[src/rtl/pixel_stream_source_if.sv]
`default_nettype none
// ============================================================================
// pixel_stream_source_if : frame-memory read port plus raster pixel stream
// Revision: 1.0
// ============================================================================
interface pixel_stream_source_if #(
    parameter int ADDR_W = 19,
    parameter int PIX_W  = 12
) ();
    logic              iSTART;
    logic              iPATTERN;
    logic              oRD_EN;
    logic [ADDR_W-1:0] oRD_ADDR;
    logic [PIX_W-1:0]  iRD_DATA;
    logic [PIX_W-1:0]  oPIXEL;
    logic              oDVAL;
    logic              oSOF;
    logic              oEOL;
    logic              oEOF;
    logic              oBUSY;

    modport master (
        input  iSTART, iPATTERN, iRD_DATA,
        output oRD_EN, oRD_ADDR, oPIXEL, oDVAL, oSOF, oEOL, oEOF, oBUSY
    );

    modport slave (
        output iSTART, iPATTERN, iRD_DATA,
        input  oRD_EN, oRD_ADDR, oPIXEL, oDVAL, oSOF, oEOL, oEOF, oBUSY
    );
endinterface
`default_nettype wire

[src/rtl/pixel_stream_source.sv]
`default_nettype none
// ============================================================================
// pixel_stream_source : raster frame reader with line blanking and latency-
// aligned valid/SOF/EOL/EOF. Optional test pattern: PIXEL_STREAM_SOURCE_PATTERN_EN
// Revision: 1.0
// ============================================================================
module pixel_stream_source #(
    parameter int WIDTH   = 640,
    parameter int HEIGHT  = 480,
    parameter int PIX_W   = 12,
    parameter int ADDR_W  = 19,
    parameter int H_BLANK = 16,
    parameter int RD_LAT  = 1
) (
    input  wire logic              iCLK,
    input  wire logic              iRST,
    pixel_stream_source_if.master  bus
);

    localparam int X_W = $clog2(WIDTH);
    localparam int Y_W = (HEIGHT > 1) ? $clog2(HEIGHT) : 1;
    localparam int B_W = (H_BLANK > 1) ? $clog2(H_BLANK) : 1;
    localparam logic [X_W-1:0] X_LAST = X_W'(WIDTH - 1);
    localparam logic [Y_W-1:0] Y_LAST = Y_W'(HEIGHT - 1);
    localparam logic [B_W-1:0] B_LAST = B_W'((H_BLANK > 0) ? H_BLANK - 1 : 0);

    typedef enum logic [1:0] {
        S_IDLE   = 2'd0,
        S_ACTIVE = 2'd1,
        S_HBLANK = 2'd2,
        S_DRAIN  = 2'd3
    } state_t;

    state_t              state_q, state_d;
    logic [X_W-1:0]      x_q, x_d;
    logic [Y_W-1:0]      y_q, y_d;
    logic [ADDR_W-1:0]   addr_q, addr_d;
    logic [B_W-1:0]      blank_q, blank_d;

    // Delay line entry: {valid, sof, eol, eof}
    logic [3:0]          stage_q [RD_LAT];
    logic [3:0]          stage_in;

    logic                dval_q, sof_q, eol_q, eof_q;
    logic [PIX_W-1:0]    pix_q;
    logic [PIX_W-1:0]    pix_src;

    logic                rd_issue;
    logic                is_eol;
    logic                is_last_line;

    assign rd_issue     = (state_q == S_ACTIVE);
    assign is_eol       = (x_q == X_LAST);
    assign is_last_line = (y_q == Y_LAST);
    assign stage_in     = {rd_issue,
                           rd_issue & (x_q == '0) & (y_q == '0),
                           rd_issue & is_eol,
                           rd_issue & is_eol & is_last_line};

`ifdef PIXEL_STREAM_SOURCE_PATTERN_EN
    logic                pat_q, pat_d;
    logic [PIX_W-1:0]    pat_pipe_q [RD_LAT];
    logic [11:0]         pat_raw;

    assign pat_raw     = {6'(x_q), 6'(y_q)};
    assign pix_src     = pat_q ? pat_pipe_q[RD_LAT-1] : bus.iRD_DATA;
    assign bus.oRD_EN  = rd_issue & ~pat_q;

    always_ff @(posedge iCLK or negedge iRST) begin
        if (!iRST) begin
            pat_q <= 1'b0;
            for (int i = 0; i < RD_LAT; i++) pat_pipe_q[i] <= '0;
        end else begin
            pat_q         <= pat_d;
            pat_pipe_q[0] <= PIX_W'(pat_raw);
            for (int i = 1; i < RD_LAT; i++) pat_pipe_q[i] <= pat_pipe_q[i-1];
        end
    end
`else
    logic unused_pattern;
    assign unused_pattern = bus.iPATTERN;
    assign pix_src        = bus.iRD_DATA;
    assign bus.oRD_EN     = rd_issue;
`endif

    always_comb begin
        state_d = state_q;
        x_d     = x_q;
        y_d     = y_q;
        addr_d  = addr_q;
        blank_d = blank_q;
`ifdef PIXEL_STREAM_SOURCE_PATTERN_EN
        pat_d   = pat_q;
`endif
        case (state_q)
            S_IDLE: begin
                if (bus.iSTART) begin
                    state_d = S_ACTIVE;
`ifdef PIXEL_STREAM_SOURCE_PATTERN_EN
                    pat_d   = bus.iPATTERN;
`endif
                end
            end
            S_ACTIVE: begin
                addr_d = addr_q + 1'b1;
                if (is_eol) begin
                    x_d = '0;
                    if (is_last_line) begin
                        // Rewind so the next frame starts from address 0.
                        y_d     = '0;
                        addr_d  = '0;
                        state_d = S_DRAIN;
                    end else begin
                        y_d     = y_q + 1'b1;
                        blank_d = '0;
                        state_d = (H_BLANK == 0) ? S_ACTIVE : S_HBLANK;
                    end
                end else begin
                    x_d = x_q + 1'b1;
                end
            end
            S_HBLANK: begin
                if (blank_q == B_LAST) state_d = S_ACTIVE;
                else                   blank_d = blank_q + 1'b1;
            end
            S_DRAIN: begin
                if (eof_q) state_d = S_IDLE;
            end
            default: state_d = S_IDLE;
        endcase
    end

    always_ff @(posedge iCLK or negedge iRST) begin
        if (!iRST) begin
            state_q <= S_IDLE;
            x_q     <= '0;
            y_q     <= '0;
            addr_q  <= '0;
            blank_q <= '0;
        end else begin
            state_q <= state_d;
            x_q     <= x_d;
            y_q     <= y_d;
            addr_q  <= addr_d;
            blank_q <= blank_d;
        end
    end

    // Flags ride alongside the read so they line up with iRD_DATA.
    always_ff @(posedge iCLK or negedge iRST) begin
        if (!iRST) begin
            for (int i = 0; i < RD_LAT; i++) stage_q[i] <= '0;
            dval_q <= 1'b0;
            sof_q  <= 1'b0;
            eol_q  <= 1'b0;
            eof_q  <= 1'b0;
            pix_q  <= '0;
        end else begin
            stage_q[0] <= stage_in;
            for (int i = 1; i < RD_LAT; i++) stage_q[i] <= stage_q[i-1];
            dval_q <= stage_q[RD_LAT-1][3];
            sof_q  <= stage_q[RD_LAT-1][2];
            eol_q  <= stage_q[RD_LAT-1][1];
            eof_q  <= stage_q[RD_LAT-1][0];
            if (stage_q[RD_LAT-1][3]) pix_q <= pix_src;
        end
    end

    assign bus.oRD_ADDR = addr_q;
    assign bus.oPIXEL   = pix_q;
    assign bus.oDVAL    = dval_q;
    assign bus.oSOF     = sof_q;
    assign bus.oEOL     = eol_q;
    assign bus.oEOF     = eof_q;
    assign bus.oBUSY    = (state_q != S_IDLE);

endmodule
`default_nettype wire

[src/flat_wrapper.sv]
// flat-port wrapper written by rule: the top's interface ports become plain ports
module pixel_stream_source_flat 
#(
    parameter int WIDTH   = 640,
    parameter int HEIGHT  = 480,
    parameter int PIX_W   = 12,
    parameter int ADDR_W  = 19,
    parameter int H_BLANK = 16,
    parameter int RD_LAT  = 1
)
  (iCLK, iRST, bus_iSTART, bus_iPATTERN, bus_iRD_DATA, bus_oRD_EN, bus_oRD_ADDR, bus_oPIXEL, bus_oDVAL, bus_oSOF, bus_oEOL, bus_oEOF, bus_oBUSY);
  pixel_stream_source_if #(.ADDR_W(ADDR_W), .PIX_W(PIX_W)) bus_i ();
  input  wire logic iCLK;
  input  wire logic iRST;
  input wire logic [$bits(bus_i.iSTART)-1:0] bus_iSTART;
  input wire logic [$bits(bus_i.iPATTERN)-1:0] bus_iPATTERN;
  input wire logic [$bits(bus_i.iRD_DATA)-1:0] bus_iRD_DATA;
  output wire logic [$bits(bus_i.oRD_EN)-1:0] bus_oRD_EN;
  output wire logic [$bits(bus_i.oRD_ADDR)-1:0] bus_oRD_ADDR;
  output wire logic [$bits(bus_i.oPIXEL)-1:0] bus_oPIXEL;
  output wire logic [$bits(bus_i.oDVAL)-1:0] bus_oDVAL;
  output wire logic [$bits(bus_i.oSOF)-1:0] bus_oSOF;
  output wire logic [$bits(bus_i.oEOL)-1:0] bus_oEOL;
  output wire logic [$bits(bus_i.oEOF)-1:0] bus_oEOF;
  output wire logic [$bits(bus_i.oBUSY)-1:0] bus_oBUSY;
  assign bus_i.iSTART = bus_iSTART;
  assign bus_i.iPATTERN = bus_iPATTERN;
  assign bus_i.iRD_DATA = bus_iRD_DATA;
  assign bus_oRD_EN = bus_i.oRD_EN;
  assign bus_oRD_ADDR = bus_i.oRD_ADDR;
  assign bus_oPIXEL = bus_i.oPIXEL;
  assign bus_oDVAL = bus_i.oDVAL;
  assign bus_oSOF = bus_i.oSOF;
  assign bus_oEOL = bus_i.oEOL;
  assign bus_oEOF = bus_i.oEOF;
  assign bus_oBUSY = bus_i.oBUSY;
  pixel_stream_source #(.WIDTH(WIDTH), .HEIGHT(HEIGHT), .PIX_W(PIX_W), .ADDR_W(ADDR_W), .H_BLANK(H_BLANK), .RD_LAT(RD_LAT)) u_core (.iCLK(iCLK), .iRST(iRST), .bus(bus_i));
endmodule
[config.mk]
export PLATFORM = sky130hd
export DESIGN_NAME = pixel_stream_source_flat
export DESIGN_NICKNAME = d
export VERILOG_FILES = /design/src/rtl/pixel_stream_source_if.sv /design/src/rtl/pixel_stream_source.sv /design/src/flat_wrapper.sv
export SDC_FILE = /design/constraint.sdc
export NUM_CORES = 1
export LEC_CHECK = 0
export BUFFER_PORTS_ARGS = -buffer_cell sky130_fd_sc_hd__buf_4
export CELL_PAD_IN_SITES_DETAIL_PLACEMENT = 2
export CELL_PAD_IN_SITES_GLOBAL_PLACEMENT = 2
export CORE_MARGIN = 8
export CORE_UTILIZATION = 35
export CTS_CLUSTER_DIAMETER = 100
export DETAILED_ROUTE_END_ITERATION = 6
export GPL_ROUTABILITY_DRIVEN = 0
export HOLD_SLACK_MARGIN = 0.08
export PLACE_DENSITY_LB_ADDON = 0.1
export SETUP_SLACK_MARGIN = 0.02
export SLEW_MARGIN = 20
export SYNTH_ARGS = -nofsm -noshare
export SYNTH_HDL_FRONTEND = slang
export SYNTH_SLANG_ARGS = --single-unit
[constraint.sdc]
create_clock -name iCLK -period 4.7 [get_ports iCLK]
set_input_delay 0.705 -clock iCLK [delete_from_list [all_inputs] [get_ports iCLK]]
set_output_delay 0.705 -clock iCLK [all_outputs]
set_load 0.05 [all_outputs]
==> results of run 1 <==
==> layer usage <==
layer | part of all wire, % | global-route usage, % | vias to the layer above
met5 | 0 | 0 | -
met4 | 1.8 | 6.08 | 0
met3 | 4.4 | 3.55 | 12
met2 | 48 | 22.2 | 40
met1 | 45 | 17.6 | 1149
li1 | - | - | 1077
==> state kept, by name (all words and copies together) (netlist names) <==
name / cells
u_core.bus.oEOF: 1
u_core.x_q: 10
u_core.bus.oRD_ADDR: 19
u_core.blank_q: 4
u_core.y_q: 9
u_core.bus.oDVAL: 1
u_core.bus.oEOL: 1
u_core.state_q: 2
u_core.bus.oSOF: 1
u_core.stage_q: 4
u_core.bus.oPIXEL: 12
==> cell type report <==
| cell class | instances | area, um2 |
|---|---|---|
| clock buffer | 14 | 173 |
| clock inverter | 2 | 60.1 |
| fill | 917 | 4860 |
| inverter | 15 | 56.3 |
| multi-input combinational | 187 | 1320 |
| sequential | 64 | 1600 |
| tap | 108 | 135 |
| timing repair buffer | 51 | 383 |
==> worst max-delay path, cell delays in order, from the launching register on <==
cell	delay, ns
dfrtp_1	0.47
nand2b_1	0.29
inv_1	0.43
buf_4	0.29
==> layout by cell type (no fill, tap or decap), types with 2 or more instances in the layout <==
cell and instances:
dfrtp_1 64, buf_4 51, nor2_1 26, nand2_1 20
xnor2_1 16, inv_1 14, nand3_1 14, mux2_2 14
nand4_1 13, clkbuf_8 12, nor3_1 9, o21ai_0 9
xor2_1 8, nor4_1 6, a21oi_1 6, ha_1 6
mux2i_1 4, and4_1 3, and3_1 2, o31ai_1 2
o41ai_1 2, nor4_4 2, and2_1 2, bufinv_16 2
clkbuf_1 2
==> where the power goes <==
part	switching, mW	total (mW)	internal (mW)
Clock	0.218	0.561	0.343
Sequential	0.00259	0.558	0.556
Combinational	0.0350	0.0530	0.0180
==> cells by family after synthesis <==
kind of cell / Yosys count / share of synthesized area (%)
AOI/OAI and AO/OA: 29 / 6.09
and+or+nand+nor: 110 / 21.6
xor gates and xnor gates: 24 / 6.91
buffers and inverters: 24 / 3.83
adders and majority gates: 6 / 2.47
DFF: 64 / 52.7
muxes: 18 / 6.50
==> final timing paths <==
check,to,cells past startpoint,slack [ns],from
worst max-delay path,bus_oRD_EN,3,2.16,u_core.state_q[1]
worst min-delay path,u_core.bus.oEOF,0,0.35,u_core.stage_q[0]
worst max register to register,u_core.blank_q[3],6,2.63,u_core.x_q[0]
worst min register to register,u_core.bus.oEOF,0,0.35,u_core.stage_q[0]
max in group asynchronous,u_core.x_q[0],1,3.69,iRST
min in group asynchronous,u_core.bus.oPIXEL[6],1,0.45,iRST
==> through the flow <==
step           setup slack, ns  hold WS [ns]  std cells  cell area [um2]
6_report                  2.16         0.348        441             3730
5_1_grt                   2.04         0.366        441             3730
4_1_cts                   2.14         0.351        441             3730
3_5_place_dp              2.52         0.336        425             3500
3_3_place_gp              2.50         0.332        425             3500
2_1_floorplan             2.86         0.331        275             3040
==> qor.yml, run 1 <==
synth:
  synth_edf_count: 0
  syn_inst: 275
  synth_most_common_cell: "dfrtp_1"
  synthFlopType: "dfrtp_1"
  synth_commonest_cells: "dfrtp_1, nor2_1, nand2_1"
  async_reset_ff_share_pct: 100
  synth_cell_types: 49
  synth_top_cell_by_area: "dfrtp_1"
  syn_nets: 297
  ys_ff_latch: 64
  synth.top_cell.area_share_pct: 52.7
  synth_seq_area_share_pct: 52.7
  syn_area_um2: 3040
  synth.area.top_cells: "dfrtp_1, mux2_2, xnor2_1"
  syn_avg_cell_area_um2: 11.1
  ys_warn_count: 0
run:
  maxCapViolations: 0
route:
  ant_nets: 0
  wirelength_um: 7690
  drt_first_pass_iters: 4
  drc: 0
  vias_per_cell: 5.17
  wl_per_cell_um: 17.4
  vias: 2278
  drt-initial-drc-count: 111
sta:
  finalHoldViolCount: 0
  slew_headroom_pct: 44.2
  final_max_slew_viol_count: 0
  fin_skew_ns: 0.0104
  tns_ns: 0
  tightest_slew_ns: 0.837
  max_freq_mhz: 394
  finalCritPeriodShare_pct: 54.0
  period_needed_ns: 2.54
  setup_viol: 0
  rsz0062_at_grt: "no"
clock_network:
  cts_made_buffers: 9
  holdBufCountCts: 0
  cts_tree: "done"
  htreeDepth: 3
  insertion_delay_ns: 0.35
  cts-root-buf: "clkbuf_8"
  post_cts_resized: 0
  cts.clk_slew.worst_paths_ns: 0.07
  post_cts_buffers: 0
  clockBufferDepth: 2
  cts.sinks: 64
power:
  peakVddDrop_uv: 184
  pwr_density_cell_nw_per_um2: 314
  p_leak_nw: 1.70
  p_total_mw: 1.17
floorplanning:
  die_w_um: 109
  io_pins: 53
  initial_core_util_pct: 35.4
  num_rows: 34
  die_h_um: 109
  die-area_um2: 11900
  core_area_um2: 8590
outcome:
  status: "finished, final reports clean"
critical_path:
  worst_ep_arrival_time_ns: 1.83
  cp-start-kind: "flip-flop"
  cp-end-kind: "primary output"
  critPathMaxFanout: 15
  criticalPathCategory: "flip-flop to primary output"
  critPathRequiredTime_ns: 3.99
global_routing:
  grt_antenna_before_repair: 0
  grt_max_degree: 65
  grtUsageTotal_pct: 13.9
  grt-ovfl-total: 0
  grt_pass1_wl_um: 12800
  first_global_vias: 2456
final_layout:
  diodes: 0
  fin_nets: 350
  drive_above_1_share_pct: 27.0
  area_growth_pct: 22.7
  final_core_utilization_pct: 43.4
placed_design:
  portBuffers: 51
  dp_hpwl_um: 5330
worst_hold_path:
  hp-class: "flip-flop to flip-flop"
(Power assumes the default switching activity.)
==> run 2, diff against run 1 <==
==> constraint.sdc (replaced) <==
create_clock -name iCLK -period 2.4 [get_ports iCLK]
set_input_delay 0.36 -clock iCLK [delete_from_list [all_inputs] [get_ports iCLK]]
set_output_delay 0.36 -clock iCLK [all_outputs]
set_load 0.05 [all_outputs]
==> run 2 against run 1 <==
Against the previous run:
- via count increased by 1.2%
- sequential share of layout area up 0.22 points
- utilization decreased by 0.22 points
- global-route usage is 0.48 points higher
- critical path depth unchanged
- critical endpoint unchanged
- highest routed layer unchanged
==> qor.yml, run 2 (synthesis results as in run 1) <==
final_layout:
  diodes: 0
  finalNonFillerCells: 443
  area_growth_pct: 22.1
  layout_common_cells: "dfrtp_1, buf_4, nor2_1"
  largest_reg_flops: 19
  nFillCells: 923
  fin_nets: 352
  layout_commonest_cell: "dfrtp_1"
  drive_above_1_share_pct: 27.5
critical_path:
  cpLargestDelayFamily: "buffers and inverters"
  critPathRequiredTime_ns: 2.04
  worst_ep_arrival_time_ns: 1.83
  cp-start-kind: "flip-flop"
  crit_buf_inv: 2
  cpMaxStageDelayCell: "dfrtp_1"
  critPathMaxFanout: 15
  cp-end-kind: "primary output"
  cpPeakStageDelay_ns: 0.54
  criticalPathCategory: "flip-flop to primary output"
  cp_cell_sequence: "nand2b_1 > inv_1 > buf_4"
power:
  peakVddDrop_uv: 260
  p_leak_nw: 1.68
  p_total_mw: 2.16
  pwr_density_cell_nw_per_um2: 583
sta:
  layout_setup_ws_ns: 0.205
  final_max_slew_viol_count: 0
  max_freq_mhz: 456
  finalHoldViolCount: 0
  fin_skew_ns: 0.0105
  rsz0062_at_grt: "no"
  slew_headroom_pct: 42.7
  period_needed_ns: 2.19
  setup_viol: 0
  tightest_slew_ns: 0.860
  finalCritPeriodShare_pct: 91.4
  tns_ns: 0
global_routing:
  grt_pass1_wl_um: 13400
  first_global_vias: 2562
  grt-ovfl-total: 0
  grt_antenna_before_repair: 0
  grt_max_degree: 65
  grtUsageTotal_pct: 14.4
placed_design:
  dp.cells: 427
  portBuffers: 51
  place_worst_setup_slack_ns: 0.391
  dp_hpwl_um: 5590
route:
  wirelength_um: 8060
  drc: 0
  wl_per_cell_um: 18.2
  vias: 2305
  drt_first_pass_iters: 6
  drt-initial-drc-count: 75
  ant_nets: 0
  vias_per_cell: 5.20
clock_network:
  insertion_delay_ns: 0.35
  holdBufCountCts: 0
  cts_made_buffers: 9
  cts.clk_slew.worst_paths_ns: 0.08
  htreeDepth: 3
  cts_tree: "done"
  clockBufferDepth: 2
  post_cts_buffers: 0
  cts-root-buf: "clkbuf_8"
  post_cts_resized: 0
  cts.sinks: 64
floorplanning:
  die_w_um: 109
  core_area_um2: 8590
  io_pins: 53
  initial_core_util_pct: 35.4
  die-area_um2: 11900
  num_rows: 34
  die_h_um: 109
run:
  maxCapViolations: 0
outcome:
  status: "finished, final reports clean"
worst_hold_path:
  hp-class: "input pin to async pin"
[run 2: cell count changes in the layout (fill, tap and decap cells not counted), sizes merged]
cell	delta
bufinv	-1
buf	+2
clkbuf	-2
clkinv	+1
clkinvlp	+2
[run 2: layout make-up]
type,count,area [um2],share of cell area (%)
inverter,15,56.3,1.52
multi-input combinational,187,1320,35.6
sequential,64,1600,43.1
clock inverter,4,53.8,1.45
timing repair buffer,53,398,10.7
clock buffer,12,145,3.91
tap,108,135,3.64
[run 2: metal layers]
metal  GRT usage [%]  up-vias  share of wire [%]
li1                -     1078                  -
met1            17.8     1183                 45
met2            24.4       39                 50
met3            3.43        5                3.8
met4            4.63        0               0.92
met5               0        -                  0
[run 2: metrics by stage]
| stage | hold slack, ns | util [%] | instance area [um2] |
|---|---|---|---|
| floorplan | 0.0644 | - | 3040 |
| global placement | 0.332 | 40.9 | 3510 |
| detailed placement | 0.336 | 40.9 | 3510 |
| CTS | 0.157 | 43.2 | 3710 |
| global route | 0.179 | 43.2 | 3710 |
| finish | 0.127 | 43.2 | 3710 |
[run 2: path summary, 6_finish.rpt]
path / start / to / slack, ns / depth (start not counted)
setup / recovery: u_core.state_q[0] / bus_oRD_EN / 0.21 / 3
hold / removal: iRST / u_core.bus.oPIXEL[6] / 0.13 / 1
setup reg to reg: u_core.x_q[0] / u_core.blank_q[3] / 0.40 / 6
hold reg to reg: u_core.stage_q[1] / u_core.bus.oEOL / 0.35 / 0
max in group asynchronous: iRST / u_core.bus.oRD_ADDR[2] / 1.72 / 1
min in group iCLK: bus_iRD_DATA[5] / u_core.bus.oPIXEL[5] / 0.25 / 2
[run 2: where the power goes]
group          internal, mW  switching [mW]  leakage, nW
Combinational        0.0353          0.0695        0.769
Clock                 0.511           0.456       0.0928
Sequential             1.09         0.00502        0.822
